==> src/rtl/nibble_serial_adder_ctrl.sv <==
// rtl/nibble_serial_adder_ctrl.sv - nibble-serial add/subtract sequencer around one 4-bit adder slice
//
// Purpose:
//   Accepts a WIDTH-bit add or subtract request over a valid/ready handshake.
//   The operation runs through a single 4-bit full-adder slice, one nibble per
//   clock, LSB nibble first. The carry ripples between nibbles through a flop.
//   The result is presented on a valid/ready output handshake.
//
// Ports:
//   clk        system clock, rising edge
//   rst        asynchronous active-high reset
//   in_valid   request present
//   in_ready   controller can accept a request (IDLE only)
//   a, b       WIDTH-bit operands, captured on acceptance
//   cin        carry-in for add; ignored for subtract
//   sub        0: a+b+cin, 1: a-b
//   out_valid  result available (DONE only)
//   out_ready  consumer takes the result
//   sum        WIDTH-bit result
//   cout       carry out of bit WIDTH-1 (for subtract, 1 = no borrow)
//   overflow   two's-complement signed overflow
//   busy       operation in progress or result waiting

module nibble_serial_adder_ctrl #(
   parameter int WIDTH = 16
) (
   input  logic             clk,
   input  logic             rst,
   input  logic             in_valid,
   output logic             in_ready,
   input  logic [WIDTH-1:0] a,
   input  logic [WIDTH-1:0] b,
   input  logic             cin,
   input  logic             sub,
   output logic             out_valid,
   input  logic             out_ready,
   output logic [WIDTH-1:0] sum,
   output logic             cout,
   output logic             overflow,
   output logic             busy
);

   localparam int NIB = WIDTH / 4;
   localparam int CW  = (NIB > 1) ? $clog2(NIB) : 1;

   typedef enum logic [1:0] {
      IDLE = 2'd0,
      RUN  = 2'd1,
      DONE = 2'd2
   } state_t;

   state_t           state_q, state_d;
   logic [WIDTH-1:0] a_q, b_q, res_q, sum_q;
   logic             carry_q, cout_q, ovf_q;
   logic [CW-1:0]    cnt_q;

   logic [4:0]       slice;
   logic             last_step;
   logic             accept;

   // The shared 4-bit adder slice; bit 4 is the slice carry-out.
   assign slice     = {1'b0, a_q[3:0]} + {1'b0, b_q[3:0]} + {4'b0000, carry_q};
   assign last_step = (cnt_q == CW'(NIB - 1));
   assign accept    = in_valid && in_ready;

   assign sum      = sum_q;
   assign cout     = cout_q;
   assign overflow = ovf_q;

   always_ff @(posedge clk or posedge rst) begin
      if (rst) begin
         state_q <= IDLE;
      end else begin
         state_q <= state_d;
      end
   end

   always_comb begin
      state_d   = state_q;
      in_ready  = 1'b0;
      out_valid = 1'b0;
      busy      = 1'b0;
      case (state_q)
         IDLE: begin
            in_ready = 1'b1;
            if (in_valid) begin
               state_d = RUN;
            end
         end
         RUN: begin
            busy = 1'b1;
            if (last_step) begin
               state_d = DONE;
            end
         end
         DONE: begin
            out_valid = 1'b1;
            busy      = 1'b1;
            if (out_ready) begin
               state_d = IDLE;
            end
         end
         default: begin
            state_d = IDLE;
         end
      endcase
   end

   // Datapath. The visible result (sum_q) is only updated on the final step, so
   // the partial result shifting through res_q never shows on the outputs.
   always_ff @(posedge clk or posedge rst) begin
      if (rst) begin
         a_q     <= '0;
         b_q     <= '0;
         res_q   <= '0;
         sum_q   <= '0;
         carry_q <= 1'b0;
         cout_q  <= 1'b0;
         ovf_q   <= 1'b0;
         cnt_q   <= '0;
      end else begin
         case (state_q)
            IDLE: begin
               if (accept) begin
                  a_q     <= a;
                  // Subtract as a + ~b + 1.
                  b_q     <= sub ? ~b : b;
                  carry_q <= sub ? 1'b1 : cin;
                  cnt_q   <= '0;
               end
            end
            RUN: begin
               a_q     <= {4'b0000, a_q[WIDTH-1:4]};
               b_q     <= {4'b0000, b_q[WIDTH-1:4]};
               res_q   <= {slice[3:0], res_q[WIDTH-1:4]};
               carry_q <= slice[4];
               if (last_step) begin
                  sum_q  <= {slice[3:0], res_q[WIDTH-1:4]};
                  cout_q <= slice[4];
                  // Same-sign operands yielding a different-sign result.
                  ovf_q  <= (a_q[3] == b_q[3]) && (slice[3] != a_q[3]);
               end else begin
                  cnt_q <= cnt_q + CW'(1);
               end
            end
            default: begin
            end
         endcase
      end
   end

endmodule
==> config.mk <==
export PLATFORM = sky130hd
export DESIGN_NAME = nibble_serial_adder_ctrl
export DESIGN_NICKNAME = d
export VERILOG_FILES = /design/src/rtl/nibble_serial_adder_ctrl.sv
export SDC_FILE = /design/constraint.sdc
export NUM_CORES = 1
export LEC_CHECK = 0
export BUFFER_PORTS_ARGS = -buffer_cell sky130_fd_sc_hd__buf_2
export CORE_UTILIZATION = 55
export CTS_CLUSTER_DIAMETER = 30
export DETAILED_ROUTE_END_ITERATION = 16
export MAX_ROUTING_LAYER = met4
export PLACE_DENSITY = 0.89
export SETUP_SLACK_MARGIN = 0.3
export SYNTH_ARGS = -nofsm -noshare
export SYNTH_HDL_FRONTEND = slang
export SYNTH_SLANG_ARGS = --single-unit
==> constraint.sdc <==
create_clock -name clk -period 2.5 [get_ports clk]
set_clock_uncertainty 0.15 [all_clocks]
set_input_delay 0.5 -clock clk [delete_from_list [all_inputs] [get_ports clk]]
set_output_delay 0.5 -clock clk [all_outputs]
set_load 0.03 [all_outputs]
### Word-level counts from Yosys, hierarchy flattened

Cells that the tools add are included.

| storage, ports and cells | value |
|---|---|
| output and inout port bits | 21 |
| logic and storage cells | 50 |
| register bits | 71 |
| input bits | 38 |

| cells by class | value |
|---|---|
| equality and inequality tests | 10 |
| muxes and demuxes | 18 |
| bitwise logic cells | 1 |
| reductions and logical operators | 9 |
| add/subtract/negate cells | 3 |

Operators with widths:

| kind | count |
|---|---|
| $pmux W16 S2 | 2 |
| $mux W16 | 3 |
| $not A16 Y16 | 1 |
| $mux W2 | 5 |
| $ne A2 B2 Y1 const B | 5 |
| $pmux W2 S3 | 1 |
| $reduce_and A3 Y1 | 2 |
| $add A4 B4 Y5 | 1 |
| $add A5 B1 Y5 | 1 |
| $mux W1 | 5 |
| $eq A2 B2 Y1 const B | 2 |
| $pmux W2 S2 | 1 |
| $reduce_and A2 Y1 | 2 |
| $add A2 B1 Y2 const B | 1 |
| $eq A2 B1 Y1 const B | 1 |
| $logic_and A1 B1 Y1 | 2 |
| $logic_not A2 Y1 | 1 |
| $pmux W1 S2 | 1 |
| $reduce_bool A2 Y1 | 1 |
| $reduce_or A2 Y1 | 1 |
| $eq A1 B1 Y1 | 1 |
| $ne A1 B1 Y1 | 1 |

### Longest topological paths before layout

| logic depth | value |
|---|---|
| depth after elaboration | 5 |
| gate-level depth with buffers | 8 |
| mapped depth without buffers | 7 |

### Least setup slack after synthesis

No wires, ideal clock.

| timing | value |
|---|---|
| path type | flip-flop to flip-flop |
| start point | reg state_q[0] |
| end point | reg carry_q |
| period minus slack after synthesis | 1.860 ns |
| slack | 0.640 ns |
| cell stages (with the launch flop) | 8 |
| data required time | 2.218 ns |
| buffers on the path | 1 |
| data arrival time | 1.579 ns |
| setup time | 0.132 ns |
| cell sequence | dfrtp_1 inv_1 ha_1 mux2i_2 buf_6 inv_2 o21ai_0 a31oi_1 |

| between the ends | value |
|---|---|
| cells in the longest elaborated chain, start to end | 5 |
| elaborated cells between the ends (all ways) | 8 |
| classes of those cells | 2 x eq/ne; 2 x mux; 4 x reduce/logical |

Ends and longest elaborated chain:

| element | RTL line | source |
|---|---|---|
| start: declaration | 52 | `state_t state_q, state_d;` |
| start signal: assignment | 74 | `state_q <= state_d;` |
| $logic_not A2 Y1 | 83 | `case (state_q)` |
| $mux W1 | 83 |  |
| net in_ready | 30 | `output logic in_ready,` |
| $logic_and A1 B1 Y1 | 64 | `assign accept = in_valid && in_ready;` |
| $ne A2 B2 Y1 (no line) | - |  |
| $reduce_and A2 Y1 (no line) | - |  |
| end signal: assignment | 128 | `carry_q <= sub ? 1'b1 : cin;` |
| end signal: assignment | 136 | `carry_q <= slice[4];` |
| end: declaration | 54 | `logic carry_q, cout_q, ovf_q;` |

The timed path passes the listed nets, and every way through them passes these cells.
A chain may end at the register's enable or synchronous reset.

### Worst setup path in the final report

| timing | value |
|---|---|
| start point | reg state_q[0] |
| end point | out in_ready |

| between the ends | value |
|---|---|
| cells in the longest elaborated chain, start to end | 2 |

Ends and longest elaborated chain:

| element | RTL line |
|---|---|
| $logic_not A2 Y1 | 83 |
| $mux W1 | 83 |
| end: declaration | 30 |

No other way between the ends.

==> impl_metrics.csv <==
group,metric,value,unit
floorplan,num_rows,27,
critical_path,startpoint_type,"flip-flop",
power,power,5.01,mW
sta,fin_crit,2.01,ns
logic_synthesis,avgSynthCellArea,10.9,µm²
cells_and_area,area_delta_synth_final,17.1,%
critical_path,r2r_slack,0.55,ns
cells_and_area,layout.nets,393,
route,drt_iter0_markers,70,
clock_network,cts.repair.resized,0,
logic_synthesis,synth_warnings,0,
critical_path,end_kind,"primary output",
logic_synthesis,yosysMostFrequentCell,"dfrtp_1",
logic_synthesis,synth_area_leaders,"dfrtp_1, mux2_2, o21ai_0",
floorplan,io_pins,59,
logic_synthesis,synth_commonest_cells,"dfrtp_1, nand2_1, o21ai_0, mux2_2, xnor2_1",
critical_path,reg2reg_from,"a_q[0]$_DFFE_PP0P_",
critical_path,crit_chain,"inv_1 > ha_1 > buf_2",
sta,fin_crit_sh,80.6,%
placement,io_buffers,58,
placement,gp_congestion,0.786,
clock_network,root_buffer,"clkbuf_8",
critical_path,slowest_stage,"dfrtp_1",
route,wl_met1,2360,µm
clock_network,cts_max_level,3,
logic_synthesis,yosys.area_share.simple,8.26,%
power,power_density,1360,nW/µm²
route,via_per_inst,5.18,
run,max-cap-violations,0,
global_route,grt-ovfl-total,0,
clock_network,tritoncts,"yes",
floorplan,start_util,57.2,%
logic_synthesis,yosysTopAreaCellShare,53.2,%
logic_synthesis,ys_types,30,
sta,rsz0062_at_grt,"no",
placement,post-dp-hpwl,3780,µm
floorplan,fp.dieW,77.7,µm
clock_network,insertion_delay,0.34,ns
route,dr_total_vias,2179,
global_route,grt_max_degree,64,
route,met2_length,2680,µm
hold_path,hold_path.class,"input pin to async pin",
critical_path,reg2reg_depth,7,
logic_synthesis,ys_ff_latch,67,
logic_synthesis,synth_compound_area_share,11.4,%
power,p_leak,1.79,nW
clock_network,clkTransAtPathRegs,0.07,ns
logic_synthesis,ys.flop_type,"dfrtp_1",
cells_and_area,n_antenna_cell,0,
global_route,track_usage,20.9,%
clock_network,postCtsSetupRepairBufs,0,
global_route,grt_pass1_wl,9430,µm
clock_network,ctsLongestPathBuffers,2,
logic_synthesis,synth_cells,290,
sta,slew_headroom,53.3,%
logic_synthesis,synth_fp_nets,338,
route,top_layer,"met4",
route,drc,0,
logic_synthesis,synth_top_family_by_area,"multiplexers",
logic_synthesis,synthMuxAreaShare,12.0,%
route,drt-total-wl,5370,µm
clock_network,numClockSinks,67,
route,wire_per_inst,12.8,µm
clock_network,hold_buffers,0,
sta,fin_tns_setup,0,ns
floorplan,fp.dieH,77.7,µm
critical_path,slowest_delay,0.41,ns
critical_path,path_max_fanout,4,
global_route,grt_pass1_vias,2143,
logic_synthesis,netlist.top_cell.by_area,"dfrtp_1",
critical_path,cpLargestDelayFamily,"flip-flops",
critical_path,critPathBufInv,2,
logic_synthesis,ys_seq_area_share,53.2,%
critical_path,r2r_end,"cout$_DFFE_PP0P_",
clock_network,numCtsBuffers,9,
global_route,antenna_found_initial,0,
run_status,status,"finished clean",
logic_synthesis,synth_area,3150,µm²
critical_path,crit_arrival,1.36,ns
logic_synthesis,synth_edf_count,0,
sta,setup_viol,0,
floorplan,die-area,6040,µm²
sta,tightest_slew,0.700,ns
sta,hold_viol,0,
route,route.met3.wl,271,µm
cells_and_area,layout-drive-gt1-share,29.2,%
logic_synthesis,async_flop_share,100,%
critical_path,worstPathRequired,1.85,ns
sta,slew_viol_final,0,
power,peakVddDrop,0.000643,V
logic_synthesis,synthAdderAreaFrac,4.45,%
logic_synthesis,synthXorXnorAreaFrac,5.28,%
critical_path,worst-setup-path-type,"flip-flop to primary output",
route,antenna_left,0,
route,first_pass_iters,4,
sta,max_freq,0.496,GHz
floorplan,core_area,5510,µm²
-- logic make-up (layout without fill, tap and decap cells) --
family                     after synthesis  in the layout
AOI/OAI and AO/OA                       65             65
xor gates and xnor gates                19             19
adders and majority gates               10             10
buffers and inverters                   30             89
DFF                                     67             67
muxes                                   35             35
and+or+nand+nor                         64             64
-- where the power goes --
group	internal, mW	total (mW)	leakage [nW]	switching (mW)
Clock	0.579	0.972	0.108	0.393
Combinational	0.885	2.17	0.841	1.28
Sequential	1.59	1.87	0.838	0.277
-- layer usage --
metal / vias to the layer above / GRT usage (%)
li1: 1079 / -
met1: 1035 / 24.2
met2: 58 / 34.1
met3: 7 / 7.41
met4: 0 / 6.98
met5: - / -
-- how the worst max path moves through the flow --
stage / from / to / slack [ns] / depth (start not counted)
floorplan: state_q[0]$_DFFE_PP0P_ / carry_q$_DFFE_PP0P_ / 0.64 / 7
global placement: state_q[1]$_DFFE_PP0P_ / b_q[0]$_DFFE_PP0P_ / 0.63 / 6
detailed placement: a_q[0]$_DFFE_PP0P_ / cout$_DFFE_PP0P_ / 0.59 / 7
CTS: state_q[1]$_DFFE_PP0P_ / in_ready / 0.47 / 3
global route: state_q[0]$_DFFE_PP0P_ / in_ready / 0.37 / 3
finish: state_q[0]$_DFFE_PP0P_ / in_ready / 0.49 / 3
-- layout make-up --
cell class,instances,area (µm²)
fill,424,1820
sequential,67,1680
multi-input combinational,193,1320
timing repair buffer,62,345
clock buffer,10,138
tap,72,90.1
clock inverter,5,77.6
inverter,12,48.8
-- layout by cell type, fill, tap and decap left out, drive strengths merged, types with 8 or more instances in the layout --
master  count
dfrtp      67
buf        62
nand2      44
o21ai      38
mux2       20
xnor2      16
a21oi      15
mux2i      15
nor2       13
inv        11
clkbuf     10
ha          8
-- worst register-to-register path, cell delays in order (launching register included) --
cell and delay (ns):
dfrtp_1 0.41, fa_1 0.45, inv_1 0.09, fa_1 0.21, inv_1 0.05, a21o_1 0.14, a21oi_1 0.18, o21ai_0 0.12
-- sequential cells by signal, indices dropped and copies added (netlist names) --
name,cells
cout,1
b_q,16
res_q,12
overflow,1
carry_q,1
sum,16
a_q,16
state_q,2
cnt_q,2
-- metrics by stage --
step	instances	setup WS (ns)	util [%]	hold WS (ns)	area, µm²
finish	421	0.486	67.0	0.108	3690
global route	421	0.367	67.0	0.163	3690
CTS	421	0.465	67.0	0.124	3690
detailed placement	406	0.587	63.1	0.321	3480
global placement	406	0.629	63.1	0.307	3480
floorplan	290	0.640	-	0.298	3160
Power figures use the tool's default switching activity.
